[src/rtl/egress_port_tx.sv]
// egress_port_tx: read side of a per-port priority queue.
// Pops one descriptor, streams its L stored bytes out of the data RAM in a
// single contiguous burst, and re-frames them as tx_sof/tx_dv/tx_data.
// After the frame it holds an inter-frame gap before the next pop.
// Optional feature: define EGRESS_TX_HDR_EN to prepend a two-byte header
// {(L+2)[11:8], PORT_MASK}, (L+2)[7:0] to every frame.
module egress_port_tx #(
  parameter int         IFG_CYCLES = 12,
  parameter logic [3:0] PORT_MASK  = 4'b0001,
  parameter int         CNT_WIDTH  = 16
) (
  input  logic                 clk,
  input  logic                 rstn,
  input  logic                 tx_bp,
  input  logic                 ptr_fifo_empty,
  output logic                 ptr_fifo_rd,
  input  logic                 packet_rd_valid,
  input  logic [15:0]          ptr_fifo_dout,
  output logic                 data_fifo_rd,
  input  logic [7:0]           data_fifo_dout,
  output logic                 tx_sof,
  output logic                 tx_dv,
  output logic [7:0]           tx_data,
  output logic                 busy,
  output logic [CNT_WIDTH-1:0] tx_pkt_cnt,
  output logic [CNT_WIDTH-1:0] drop_cnt
);

  localparam int DATA_W = 8;
  localparam int LEN_W  = 12;

`ifdef EGRESS_TX_HDR_EN
  localparam logic HDR_EN = 1'b1;
`else
  localparam logic HDR_EN = 1'b0;
`endif

  localparam logic [3:0] S_IDLE  = 4'd0;
  localparam logic [3:0] S_POP   = 4'd1;
  localparam logic [3:0] S_WAIT  = 4'd2;
  localparam logic [3:0] S_LOAD  = 4'd3;
  localparam logic [3:0] S_HDR0  = 4'd4;
  localparam logic [3:0] S_HDR1  = 4'd5;
  localparam logic [3:0] S_READ  = 4'd6;
  localparam logic [3:0] S_FLUSH = 4'd7;
  localparam logic [3:0] S_GAP   = 4'd8;

  // GAP lasts IFG_CYCLES cycles starting on the cycle the last byte is on the wire.
  localparam logic [7:0] GAP_LAST = 8'(IFG_CYCLES - 1);

  logic [3:0]        state;
  logic [3:0]        nxt;
  logic [LEN_W-1:0]  pkt_len;
  logic [LEN_W-1:0]  rd_cnt;
  logic [7:0]        gap_cnt;
  logic              load_zero;
  logic              vld_p0;
  logic              sof_p0;
  logic              unused_desc_bits;

  // Frame length with header: L+2 kept 13 bits, header uses the low 12 (wraps above 4093).
  function automatic logic [12:0] hdr_len(input logic [LEN_W-1:0] len);
    return {1'b0, len} + 13'd2;
  endfunction

  function automatic logic [DATA_W-1:0] hdr_byte0(input logic [LEN_W-1:0] len);
    logic [12:0] s;
    s = hdr_len(len);
    return {s[11:8], PORT_MASK};
  endfunction

  function automatic logic [DATA_W-1:0] hdr_byte1(input logic [LEN_W-1:0] len);
    logic [12:0] s;
    s = hdr_len(len);
    return s[7:0];
  endfunction

  assign unused_desc_bits = ^ptr_fifo_dout[15:12];

  // Descriptor is valid on ptr_fifo_dout throughout LOAD.
  assign load_zero = (ptr_fifo_dout[LEN_W-1:0] == '0);

  // Control outputs decoded from state so an async reset clears them at once.
  assign ptr_fifo_rd  = (state == S_POP);
  assign data_fifo_rd = ((state == S_LOAD) && load_zero) || (state == S_HDR1) || (state == S_READ);
  assign busy         = (state != S_IDLE);

  // Next-state logic; tx_bp only gates the IDLE->POP decision.
  always_comb begin
    nxt = state;
    case (state)
      S_IDLE:  if (!ptr_fifo_empty && !tx_bp) nxt = S_POP;
      S_POP:   nxt = S_WAIT;
      S_WAIT:  if (packet_rd_valid) nxt = S_LOAD;
      S_LOAD: begin
        if (load_zero)   nxt = S_GAP;
        else if (HDR_EN) nxt = S_HDR0;
        else             nxt = S_READ;
      end
      S_HDR0:  nxt = S_HDR1;
      S_HDR1:  nxt = (pkt_len == 12'd1) ? S_FLUSH : S_READ;
      S_READ:  if (rd_cnt + 12'd1 == pkt_len) nxt = S_FLUSH;
      S_FLUSH: nxt = S_GAP;
      S_GAP:   if (gap_cnt == GAP_LAST) nxt = S_IDLE;
      default: nxt = S_IDLE;
    endcase
  end

  // FSM state, read counter and gap counter.
  always_ff @(posedge clk or negedge rstn) begin
    if (!rstn) begin
      state   <= S_IDLE;
      rd_cnt  <= '0;
      gap_cnt <= '0;
    end else begin
      state <= nxt;
      if (state == S_LOAD)
        rd_cnt <= '0;
      else if (data_fifo_rd)
        rd_cnt <= rd_cnt + 12'd1;
      if (state == S_GAP)
        gap_cnt <= gap_cnt + 8'd1;
      else
        gap_cnt <= '0;
    end
  end

  // Packet length captured from the descriptor in LOAD.
  always_ff @(posedge clk) begin
    if (state == S_LOAD)
      pkt_len <= ptr_fifo_dout[LEN_W-1:0];
  end

  // ---- stage p0: RAM read data is valid on data_fifo_dout ----
  // The dummy read of a zero-length descriptor never produces a byte.
  always_ff @(posedge clk or negedge rstn) begin
    if (!rstn) begin
      vld_p0 <= 1'b0;
      sof_p0 <= 1'b0;
    end else begin
      vld_p0 <= data_fifo_rd && (state != S_LOAD);
      sof_p0 <= data_fifo_rd && (state == S_READ) && (rd_cnt == '0) && !HDR_EN;
    end
  end

  // ---- stage p1: registered byte stream; header bytes injected ahead of payload ----
  always_ff @(posedge clk or negedge rstn) begin
    if (!rstn) begin
      tx_dv   <= 1'b0;
      tx_sof  <= 1'b0;
      tx_data <= '0;
    end else if (state == S_HDR0) begin
      tx_dv   <= 1'b1;
      tx_sof  <= 1'b1;
      tx_data <= hdr_byte0(pkt_len);
    end else if (state == S_HDR1) begin
      tx_dv   <= 1'b1;
      tx_sof  <= 1'b0;
      tx_data <= hdr_byte1(pkt_len);
    end else begin
      tx_dv   <= vld_p0;
      tx_sof  <= sof_p0;
      tx_data <= vld_p0 ? data_fifo_dout : '0;
    end
  end

  // Frame and drop counters, both free-running with wrap.
  always_ff @(posedge clk or negedge rstn) begin
    if (!rstn) begin
      tx_pkt_cnt <= '0;
      drop_cnt   <= '0;
    end else begin
      if (state == S_FLUSH)
        tx_pkt_cnt <= tx_pkt_cnt + 1'b1;
      if ((state == S_LOAD) && load_zero)
        drop_cnt <= drop_cnt + 1'b1;
    end
  end

endmodule

[config.mk]
export PLATFORM = sky130hd
export DESIGN_NAME = egress_port_tx
export DESIGN_NICKNAME = d
export VERILOG_FILES = /design/src/rtl/egress_port_tx.sv
export SDC_FILE = /design/constraint.sdc
export NUM_CORES = 1
export LEC_CHECK = 0
export CAP_MARGIN = 20
export CORE_ASPECT_RATIO = 2
export CORE_UTILIZATION = 25
export DETAILED_ROUTE_END_ITERATION = 7
export SYNTH_ARGS = -nofsm -noshare
export SYNTH_HDL_FRONTEND = slang
export SYNTH_SLANG_ARGS = --single-unit
[constraint.sdc]
create_clock -name clk -period 1.6 [get_ports clk]
set_input_delay 0.32 -clock clk [delete_from_list [all_inputs] [get_ports clk]]
set_output_delay 0.32 -clock clk [all_outputs]
set_load 0.05 [all_outputs]
# After elaboration in Yosys (flattened, before gate mapping)
# Cells that the tools add are included.
[totals] elab_cells=64 ff_bits=80
[op_classes] n_addsub=5 mux=17 reduce_logical=15 n_eq_ne=16
[ops] cell="$pmux W4 S9" n=1
[ops] cell="$add A16 B1 Y16 const B" n=2
[ops] cell="$mux W8" n=4
[ops] cell="$logic_not A12 Y1" n=2
[ops] cell="$mux W12" n=2
[ops] cell="$mux W4" n=5
[ops] cell="$eq A4 B3 Y1 const B" n=4
[ops] cell="$add A12 B1 Y12 const B" n=1
[ops] cell="$add A12 B2 Y12 const B" n=1
[ops] cell="$eq A12 B1 Y1 const B" n=1
[ops] cell="$eq A12 B12 Y1" n=1
[ops] cell="$add A8 B1 Y8 const B" n=1
[ops] cell="$eq A4 B2 Y1 const B" n=2
[ops] cell="$eq A8 B4 Y1 const B" n=1
[ops] cell="$ne A2 B2 Y1 const B" n=4
[ops] cell="$logic_and A1 B1 Y1" n=5
[ops] cell="$mux W1" n=5
[ops] cell="$eq A4 B1 Y1 const B" n=1
[ops] cell="$eq A4 B4 Y1 const B" n=1
[ops] cell="$logic_not A4 Y1" n=1
[ops] cell="$ne A4 B2 Y1 const B" n=1
[ops] cell="$reduce_and A4 Y1" n=1
[ops] cell="$reduce_bool A4 Y1" n=1
[ops] cell="$logic_not A1 Y1" n=2
[ops] cell="other kinds (2)" n=3

# Longest topological paths before layout
# Gate-level depths: netlist of run 1.
[depth] depth_word=6 ltp_mapped=8 ltp_nobuf=6

# Least setup slack after synthesis of run 1
# No wires, ideal clock.
[synth_timing] path_kind="flip-flop to output port" start="reg state[0]" end="out ptr_fifo_rd" path_stages_with_launch=3 path_slack_ns=-1.064 t_arrival_ns=2.344 cell_sequence="dfrtp_1 clkbuf_1 nor4b_1"
[synth_between] elab_chain_len=1
[synth_rtl] element="from (decl)" line_no="51" text="logic [3:0] state;"
[synth_rtl] element="from (signal assigned)" line_no="116" text="state <= nxt;"
[synth_rtl] element="$eq A4 B1 Y1" line_no="84" text="assign ptr_fifo_rd = (state == S_POP);"
[synth_rtl] element="to (decl)" line_no="16" text="output logic ptr_fifo_rd,"
# Every way passes these cells.

# Final worst setup path of run 1
[layout_timing] start="reg state[2]" end="out data_fifo_rd"
[layout_between] elab_chain_len=4 word_cells_on_any_way=6 classes_between="3 x eq/ne; 3 x reduce/logical"
[layout_rtl] element="$eq A4 B2 Y1" line_no="85" text="assign data_fifo_rd = ((state == S_LOAD) && load_zero) || (state == S_HDR1) || (state == S_READ);"
[layout_rtl] element="$logic_and A1 B1 Y1" line_no="85"
[layout_rtl] element="$logic_or A1 B1 Y1" line_no="85"
[layout_rtl] element="$logic_or A1 B1 Y1 *" line_no="85"
[layout_rtl] element="to (decl)" line_no="19" text="output logic data_fifo_rd,"
# Mark *: on every way between the ends. The rest lies on a longest branch, timed or not.

==> results.yml, run 1 <==
global_routing:
  antenna_found_initial: 0
  grt_pass1_wl_microns: 19000
  grt_max_degree: 69
  overflow: 0
  grt_pass1_vias: 3812
  grt.total_usage: 0.144
yosys:
  avgSynthCellArea_sq_um: 10.2
  synthFlopType: "dfrtp_1"
  syn_inst: 401
  synthDistinctLibCells: 52
  ys_async_sr_fraction: 0.850
  yosysSeqAreaShare: 0.506
  yosys_register_bits: 80
  yosys_warnings: 0
  synth_area_sq_um: 4080
  yosysTopAreaCell: "dfrtp_1"
  synthTopCellsByArea: "dfrtp_1 (42%), edfxtp_1 (8.8%), xnor2_1 (7.1%)"
  syn-num-nets: 437
  synth_edf_count: 12
  synth_top_area_share: 0.417
clocking:
  clock_sinks: 80
  path_clk_slew_ns: 0.06
  cts_tree: "built"
  htree_levels: 3
  hold_buffers: 0
  clk-insertion-delay-late_ns: 0.33
  cts_buffers: 9
  cts.path.max_buffers: 2
  root_buffer: "clkbuf_16"
placed_design:
  dpl.hpwl_microns: 8540
  place_congestion: 0.828
  io_buffers: 69
  place_inst: 732
floorplanning:
  coreArea_sq_um: 15900
  start_util: 0.257
  die_x_microns: 92.3
  pin_count: 74
  dieArea_sq_um: 16900
  die_h_microns: 183
  rows: 65
drt:
  drt_iter0_markers: 214
  post_drt_wl_per_cell_microns: 15.1
  ant_nets: 0
  drt-total-wl_microns: 11600
  via_count: 3607
  vias_per_cell: 4.68
  firstDrtPassIters: 4
  remaining_drc_errors: 0
sta:
  setup_viol: 44
  fmax_ghz: 0.514
  finalHoldViolCount: 13
  whs_ns: -0.0115
  setup_tns_ns: -7.26
  tightest_slew_ns: 0.557
  clock_skew_ns: 0.00496
  slew_viol_final: 0
  fin_ws_ns: -0.347
  rsz0062_at_grt: "true"
  fin_crit_sh: 1.22
  max_slew_margin: 0.628
  finalCriticalPeriod_ns: 1.95
hold_path:
  hp-class: "in2async"
setup_path:
  critPathKind: "reg2out"
  worst_setup_path_start_kind: "flop"
  reg2regPathDepth: 7
  r2r_setup_slack_ns: -0.30
  worstReg2RegEnd: "state[0]"
  required_ns: 1.28
  worstReg2RegStart: "state[1]"
  worstSetupEndpointType: "output port"
  arrival_ns: 1.63
  critPathMaxFanout: 4
power:
  power.density_nw_per_um2: 1340
  worst_ir_drop_vdd_mv: 0.836
  p_leak_nw: 2.94
layout:
  stdcell_count: 770
  drive_above_1_share: 0.399
  fillCellCount: 1503
  nets: 600
  area_delta_synth_final_pct: 63.3
  diodes: 0
job:
  max_cap_violations: 0
run_status:
  outcome: "finished with violations"
  violations: "hold timing, setup timing"
placed cells by master (no fill, tap or decap), types with 12 or more instances in the layout:
cell / synthesis / routed
dfrtp_2: 0 / 12
buf_4: 0 / 97
clkdlybuf4s50_1: 0 / 21
buf_6: 1 / 14
xnor2_1: 33 / 29
xor2_1: 29 / 29
nor2_1: 39 / 31
nand3_1: 23 / 22
nand2_1: 27 / 26
nand4_1: 12 / 12
o21ai_0: 21 / 18
dfrtp_1: 68 / 56
inv_1: 16 / 16
buf_12: 0 / 32
edfxtp_1: 12 / 12
final cells by class:
type	count	area [sq um]	share of cell area
clock inverter	4	28.8	0.00432
timing repair buffer	171	1820	0.273
clock buffer	12	246	0.0370
inverter	17	66.3	0.00996
tap	201	251	0.0378
sequential	80	2080	0.312
multi-input combinational	285	2170	0.326
report_power, final:
part / switching, mW / total [mW] / leakage (nW) / internal (mW)
combinational: 2.14 / 4.26 / 1.81 / 2.11
clock: 0.835 / 1.93 / 0.129 / 1.10
sequential: 0.284 / 2.70 / 1.00 / 2.42
registers in the layout (all words and copies together), names as in the netlist, 4 cells and up:
signal and count:
drop_cnt 16, tx_pkt_cnt 16, pkt_len 12, rd_cnt 12, gap_cnt 8, tx_data 8, state 4
Yosys cell counts, types with 3 or more instances:
master,count
mux2_2,4
xnor2_1,33
nor4_1,8
dfrtp_1,68
clkbuf_1,8
buf_2,8
ha_1,7
nand3_1,23
edfxtp_1,12
o31ai_1,3
nor4b_1,4
nor3_1,14
xor2_1,29
and3_1,10
nor2_1,39
a21oi_1,7
inv_1,16
nand3b_1,3
o21ai_0,21
nand2b_1,4
or3_1,3
nand4_1,12
nand2_1,27
layer usage:
metal  part of all wire  up-vias  routed length, microns  global-route usage
li1                   -     1730                       -                   -
met1               0.37     1744                    4290               0.151
met3              0.030       36                     345              0.0204
met2               0.56       97                    6470               0.268
met4              0.046        0                     531              0.0850
met5                  0        -                       0                   0
per-stage QoR:
stage	cell area [sq um]	util	setup WS, ns	hold WS (ns)	power [mW]
6_report	6660	0.420	-0.347	-0.0115	8.89
5_1_grt	6660	0.420	-0.402	0.0139	9.36
4_1_cts	6440	0.406	-0.367	0.00771	8.69
3_5_place_dp	5910	0.372	-0.677	0.374	6.33
3_3_place_gp	5910	0.372	-0.675	0.371	6.26
2_1_floorplan	4200	-	-0.0964	0.0244	4.71
logic make-up after synthesis:
kind of cell / Yosys count / synth area share
flip-flops: 80 / 0.506
buffers and inverters: 36 / 0.0378
XOR/XNOR: 62 / 0.133
AO/OA/AOI/OAI: 47 / 0.0746
multiplexers: 6 / 0.0160
AND/OR/NAND/NOR: 163 / 0.211
adder cells (fa/ha/maj): 7 / 0.0215
how the worst max path moves through the flow:
| stage | start | end |
|---|---|---|
| 2_1_floorplan | state[1] | state[0] |
| 3_3_place_gp | ptr_fifo_dout[1] | drop_cnt[7] |
| 3_5_place_dp | ptr_fifo_dout[1] | drop_cnt[14] |
| 4_1_cts | state[2] | data_fifo_rd |
| 5_1_grt | state[2] | data_fifo_rd |
| 6_report | state[2] | data_fifo_rd |
worst max-delay path, stage by stage, from the launching register on:
cell	delay, ns
dfrtp_1	0.40
nand4bb_4	0.27
and4b_2	0.34
nand2b_4	0.15
buf_12	0.13
repair_timing:
item | in CTS | in global routing
endpoints found under the setup margin | 49 | 54
cloned | 0 | 1
pin swaps | 17 | 13
setup buffers | 10 | 12
resized for setup | 45 | 25
Power figures use the tool's default switching activity.
==> inputs of run 2 (changes only) <==
--- a/config.mk
+++ b/config.mk
@@ -9,6 +9,7 @@
 export CORE_ASPECT_RATIO = 2
 export CORE_UTILIZATION = 25
 export DETAILED_ROUTE_END_ITERATION = 7
+export RECOVER_POWER = 50
 export SYNTH_ARGS = -nofsm -noshare
 export SYNTH_HDL_FRONTEND = slang
 export SYNTH_SLANG_ARGS = --single-unit
==> results.yml, run 2 (synthesized netlist as in run 1, its figures left out) <==
run_status:
  outcome: "finished with violations"
  violations: "setup timing"
drt:
  ant_nets: 0
  post_drt_wl_per_cell_microns: 15.0
  drt-total-wl_microns: 11600
  remaining_drc_errors: 0
  via_count: 3595
  firstDrtPassIters: 4
  drt_iter0_markers: 172
  vias_per_cell: 4.67
layout:
  fin_util: 0.419
  reg.largest.list: "drop_cnt: 16 flops, tx_pkt_cnt: 16 flops"
  stdcell_count: 770
  drive_above_1_share: 0.399
  mostFrequentLayoutCell: "buf_4"
  final_cell_mix: "buf_4 (96), dfrtp_1 (56), nor2_1 (31), buf_12 (31)"
  final_area_sq_um: 6640
  diodes: 0
  area_delta_synth_final_pct: 63.0
  nets: 600
placed_design:
  place_congestion: 0.828
  place_area_sq_um: 5910
  dpl.hpwl_microns: 8540
  io_buffers: 69
  place_inst: 732
floorplanning:
  die_h_microns: 183
  rows: 65
  coreArea_sq_um: 15900
  dieArea_sq_um: 16900
  start_util: 0.257
  die_x_microns: 92.3
  pin_count: 74
clocking:
  cts.path.max_buffers: 2
  cts_tree: "built"
  root_buffer: "clkbuf_16"
  clk-insertion-delay-late_ns: 0.33
  path_clk_slew_ns: 0.06
  htree_levels: 3
  cts_buffers: 9
  clock_sinks: 80
global_routing:
  grt_pass1_wl_microns: 19000
  grt_pass1_vias: 3812
  antenna_found_initial: 0
  grt.total_usage: 0.144
  grt_max_degree: 69
  overflow: 0
sta:
  clock_skew_ns: 0.00684
  setup_viol: 44
  tightest_slew_ns: 0.942
  fmax_ghz: 0.513
  finalCriticalPeriod_ns: 1.95
  finalHoldViolCount: 0
  slew_viol_final: 0
  max_slew_margin: 0.372
  rsz0062_at_grt: "true"
  fin_crit_sh: 1.22
  fin_ws_ns: -0.351
setup_path:
  worstSetupEndpointType: "output port"
  critPathMaxFanout: 4
  required_ns: 1.28
  critPathKind: "reg2out"
  arrival_ns: 1.63
  worst_setup_path_start_kind: "flop"
  reg2regPathDepth: 7
power:
  power.density_nw_per_um2: 1340
  power_frac_clock: 0.217
  p_sw_mw: 3.26
  worst_ir_drop_vdd_mv: 0.832
  p_leak_nw: 2.93
  power.share.sequential: 0.305
  combPwrFrac: 0.479
  internal_power_mw: 5.62
  swShare: 0.367
hold_path:
  hp-class: "in2async"
job:
  max_cap_violations: 0
==> run 2: metal layers <==
metal,global-route usage,vias to the layer above,routed length [microns]
met4,0.0850,0,539
met2,0.268,86,6500
met1,0.151,1743,4220
met5,0,-,0
met3,0.0204,35,312
li1,-,1731,-
==> run 2: area by class of cell <==
type | count | area (sq um)
Fill cell | 1504 | 9220
Timing Repair Buffer | 171 | 1800
Sequential cell | 80 | 2080
Tap cell | 201 | 251
Clock inverter | 4 | 28.8
Multi-Input combinational cell | 285 | 2170
Inverter | 17 | 66.3
Clock buffer | 12 | 246
==> run 2: worst max-delay path, cell delays in order, from the launching register on <==
cell,delay [ns]
dfrtp_1,0.41
nand4bb_4,0.27
and4b_2,0.34
nand2b_4,0.15
buf_12,0.13
==> run 2: per-stage QoR <==
step                worst slack [ns]  power, mW  hold WS (ns)  TNS, ns
floorplan                    -0.0964       4.71        0.0244   -0.517
global placement              -0.675       6.26         0.371   -13.15
detailed placement            -0.677       6.33         0.374   -13.28
CTS                           -0.367       8.69       0.00771    -4.46
global route                  -0.402       9.36         0.324   -10.89
finish                        -0.351       8.88         0.231    -7.39
==> run 2: power by group through the flow <==
stage / registers (mW) / logic (mW) / clock network [mW]
after global placement: 2.73 / 3.54 / 0
after CTS: 2.69 / 4.01 / 1.99
after detailed placement: 2.73 / 3.60 / 0
after global routing: 2.74 / 4.54 / 2.07
after floorplan: 3.14 / 1.57 / 0
final: 2.70 / 4.25 / 1.92
==> run 2: what timing repair did <==
item                       4_1_cts  5_1_grt
hold endpoints to repair         0        0
pin swaps                       17       13
hold buffers                     0        0
setup endpoints to repair       49       54
cloned                           0        1
resized for setup               45       25
buffers inserted                10       12
==> run 2: path summary, 6_finish.rpt <==
kind                       slack, ns             start        endpoint
max                            -0.35          state[2]    data_fifo_rd
min                             0.23              rstn     drop_cnt[9]
max reg2reg                    -0.30          state[2]     drop_cnt[7]
min reg2reg                     0.47    tx_pkt_cnt[15]  tx_pkt_cnt[15]
max in group asynchronous       0.69              rstn   tx_pkt_cnt[7]
min in group clk                0.43  ptr_fifo_dout[4]      pkt_len[4]
==> inputs of run 3 (changes only) <==
--- a/config.mk
+++ b/config.mk
@@ -13,3 +13,4 @@
 export SYNTH_ARGS = -nofsm -noshare
 export SYNTH_HDL_FRONTEND = slang
 export SYNTH_SLANG_ARGS = --single-unit
+export TNS_END_PERCENT = 1
==> results.yml, run 3 (synthesized netlist as in run 1, its figures left out) <==
run_status:
  violations: "setup timing"
  outcome: "finished with violations"
layout:
  final_area_sq_um: 6410
  nets: 594
  final_cell_mix: "buf_4 (104), dfrtp_1 (58), nor2_1 (36), xnor2_1 (32)"
  reg.largest.list: "drop_cnt: 16 flops, tx_pkt_cnt: 16 flops"
  fillCellCount: 1518
  area_delta_synth_final_pct: 57.2
  drive_above_1_share: 0.366
  mostFrequentLayoutCell: "buf_4"
  diodes: 0
setup_path:
  cp_top_family: "simple AND/OR/NAND/NOR gates"
  worst_setup_path_start_kind: "input port"
  critPathMaxFanout: 2
  worstReg2RegStart: "state[1]"
  cp_num_buf_inv: 2
  worstSetupEndpointType: "output port"
  path_cells: "dlygate4sd3_1, nor4_2, and4b_2, nand2b_4, buf_12"
  required_ns: 1.28
  r2r_setup_slack_ns: -0.37
  critPathMaxStageDelay_ns: 0.56
  critPathKind: "in2out"
  worstReg2RegEnd: "state[0]"
  reg2regPathDepth: 6
  arrival_ns: 1.72
  cpMaxStageDelayCell: "dlygate4sd3_1"
job:
  max_cap_violations: 0
drt:
  firstDrtPassIters: 4
  drt_iter0_markers: 179
  post_drt_wl_per_cell_microns: 14.6
  ant_nets: 0
  remaining_drc_errors: 0
  drt-total-wl_microns: 11100
  vias_per_cell: 4.65
  via_count: 3550
floorplanning:
  coreArea_sq_um: 15900
  pin_count: 74
  die_h_microns: 183
  rows: 65
  dieArea_sq_um: 16900
  start_util: 0.257
  die_x_microns: 92.3
sta:
  tightest_slew_ns: 0.944
  setup_viol: 33
  finalHoldViolCount: 0
  finalCriticalPeriod_ns: 2.04
  clock_skew_ns: 0.00735
  slew_viol_final: 0
  max_slew_margin: 0.370
  fin_crit_sh: 1.27
  whs_ns: 0.460
  fin_ws_ns: -0.438
  rsz0062_at_grt: "true"
  fmax_ghz: 0.491
hold_path:
  hp-class: "reg2reg"
  min_to: "tx_sof"
  min_path_cells: 1
  worstHoldStart: "sof_p0"
power:
  combPwrFrac: 0.449
  swShare: 0.376
  power.share.sequential: 0.316
  power_frac_clock: 0.234
  power.density_nw_per_um2: 1340
  worst_ir_drop_vdd_mv: 0.594
  p_sw_mw: 3.22
  internal_power_mw: 5.34
  p_leak_nw: 2.81
clocking:
  cts_buffers: 9
  clock_sinks: 80
  path_clk_slew_ns: 0.06
  cts_tree: "built"
  htree_levels: 3
  cts.path.max_buffers: 2
  clk-insertion-delay-late_ns: 0.35
  root_buffer: "clkbuf_16"
placed_design:
  place_area_sq_um: 5920
  dpl.hpwl_microns: 8530
  io_buffers: 69
  place_congestion: 0.874
global_routing:
  overflow: 0
  grt.total_usage: 0.138
  grt_max_degree: 69
  grt_pass1_wl_microns: 18100
  antenna_found_initial: 0
  grt_pass1_vias: 3655
## run 3: per-stage QoR
stage	setup slack (ns)	setup TNS, ns	instances	total power, mW	util
finish	-0.438	-4.97	764	8.56	0.404
global route	-0.505	-9.14	764	8.98	0.404
CTS	-0.431	-5.20	764	8.58	0.400
detailed placement	-0.719	-12.80	744	6.35	0.373
global placement	-0.651	-10.86	744	6.26	0.373
floorplan	-0.0964	-0.721	401	4.67	-
## run 3: final cells by class
type	instances	area [sq um]	area share
repair buffers	165	1680	0.262
inverters	17	63.8	0.00996
flip-flops and latches	80	2070	0.324
clock inverters	7	63.8	0.00996
clock buffers	9	225	0.0352
well taps	201	251	0.0393
multi-input cells	285	2050	0.319
## run 3: power by group through the flow
| stage | clock network [mW] | registers [mW] | logic, mW |
|---|---|---|---|
| global route | 2.12 | 2.75 | 4.11 |
| floorplan | 0 | 3.14 | 1.53 |
| global placement | 0 | 2.71 | 3.56 |
| finish | 2.01 | 2.71 | 3.84 |
| detailed placement | 0 | 2.73 | 3.62 |
| CTS | 2.05 | 2.70 | 3.83 |
## run 3: worst max-delay path by stage
| stage | startpoint | end | slack, ns | cells past startpoint |
|---|---|---|---|---|
| detailed placement | ptr_fifo_dout[1] | drop_cnt[13] | -0.72 | 6 |
| global placement | ptr_fifo_dout[1] | drop_cnt[7] | -0.65 | 6 |
| CTS | state[2] | data_fifo_rd | -0.43 | 4 |
| finish | ptr_fifo_dout[7] | data_fifo_rd | -0.44 | 5 |
| floorplan | state[1] | state[0] | -0.1 | 6 |
| global route | state[1] | state[0] | -0.50 | 6 |
## run 3: layer usage
layer | global-route usage | vias to the layer above | part of all wire
met4 | 0.0706 | 0 | 0.032
met3 | 0.0213 | 21 | 0.033
met5 | 0 | - | 0
met2 | 0.253 | 97 | 0.56
met1 | 0.151 | 1715 | 0.38
li1 | - | 1717 | -
## run 3: timing repair
action	CTS	global route
hold endpoints to repair	8	0
pin swaps	5	11
gates resized for setup	22	18
setup endpoints to repair	45	45
hold buffers	1	0
cloned	0	0
buffers inserted	3	0
## run 3: worst register-to-register path, stage by stage, from the launching register on
cell	delay, ns
dfrtp_1	0.42
buf_4	0.15
nor4b_2	0.25
nand4_1	0.23
a2111oi_4	0.38
o2111ai_1	0.18
o31ai_2	0.26
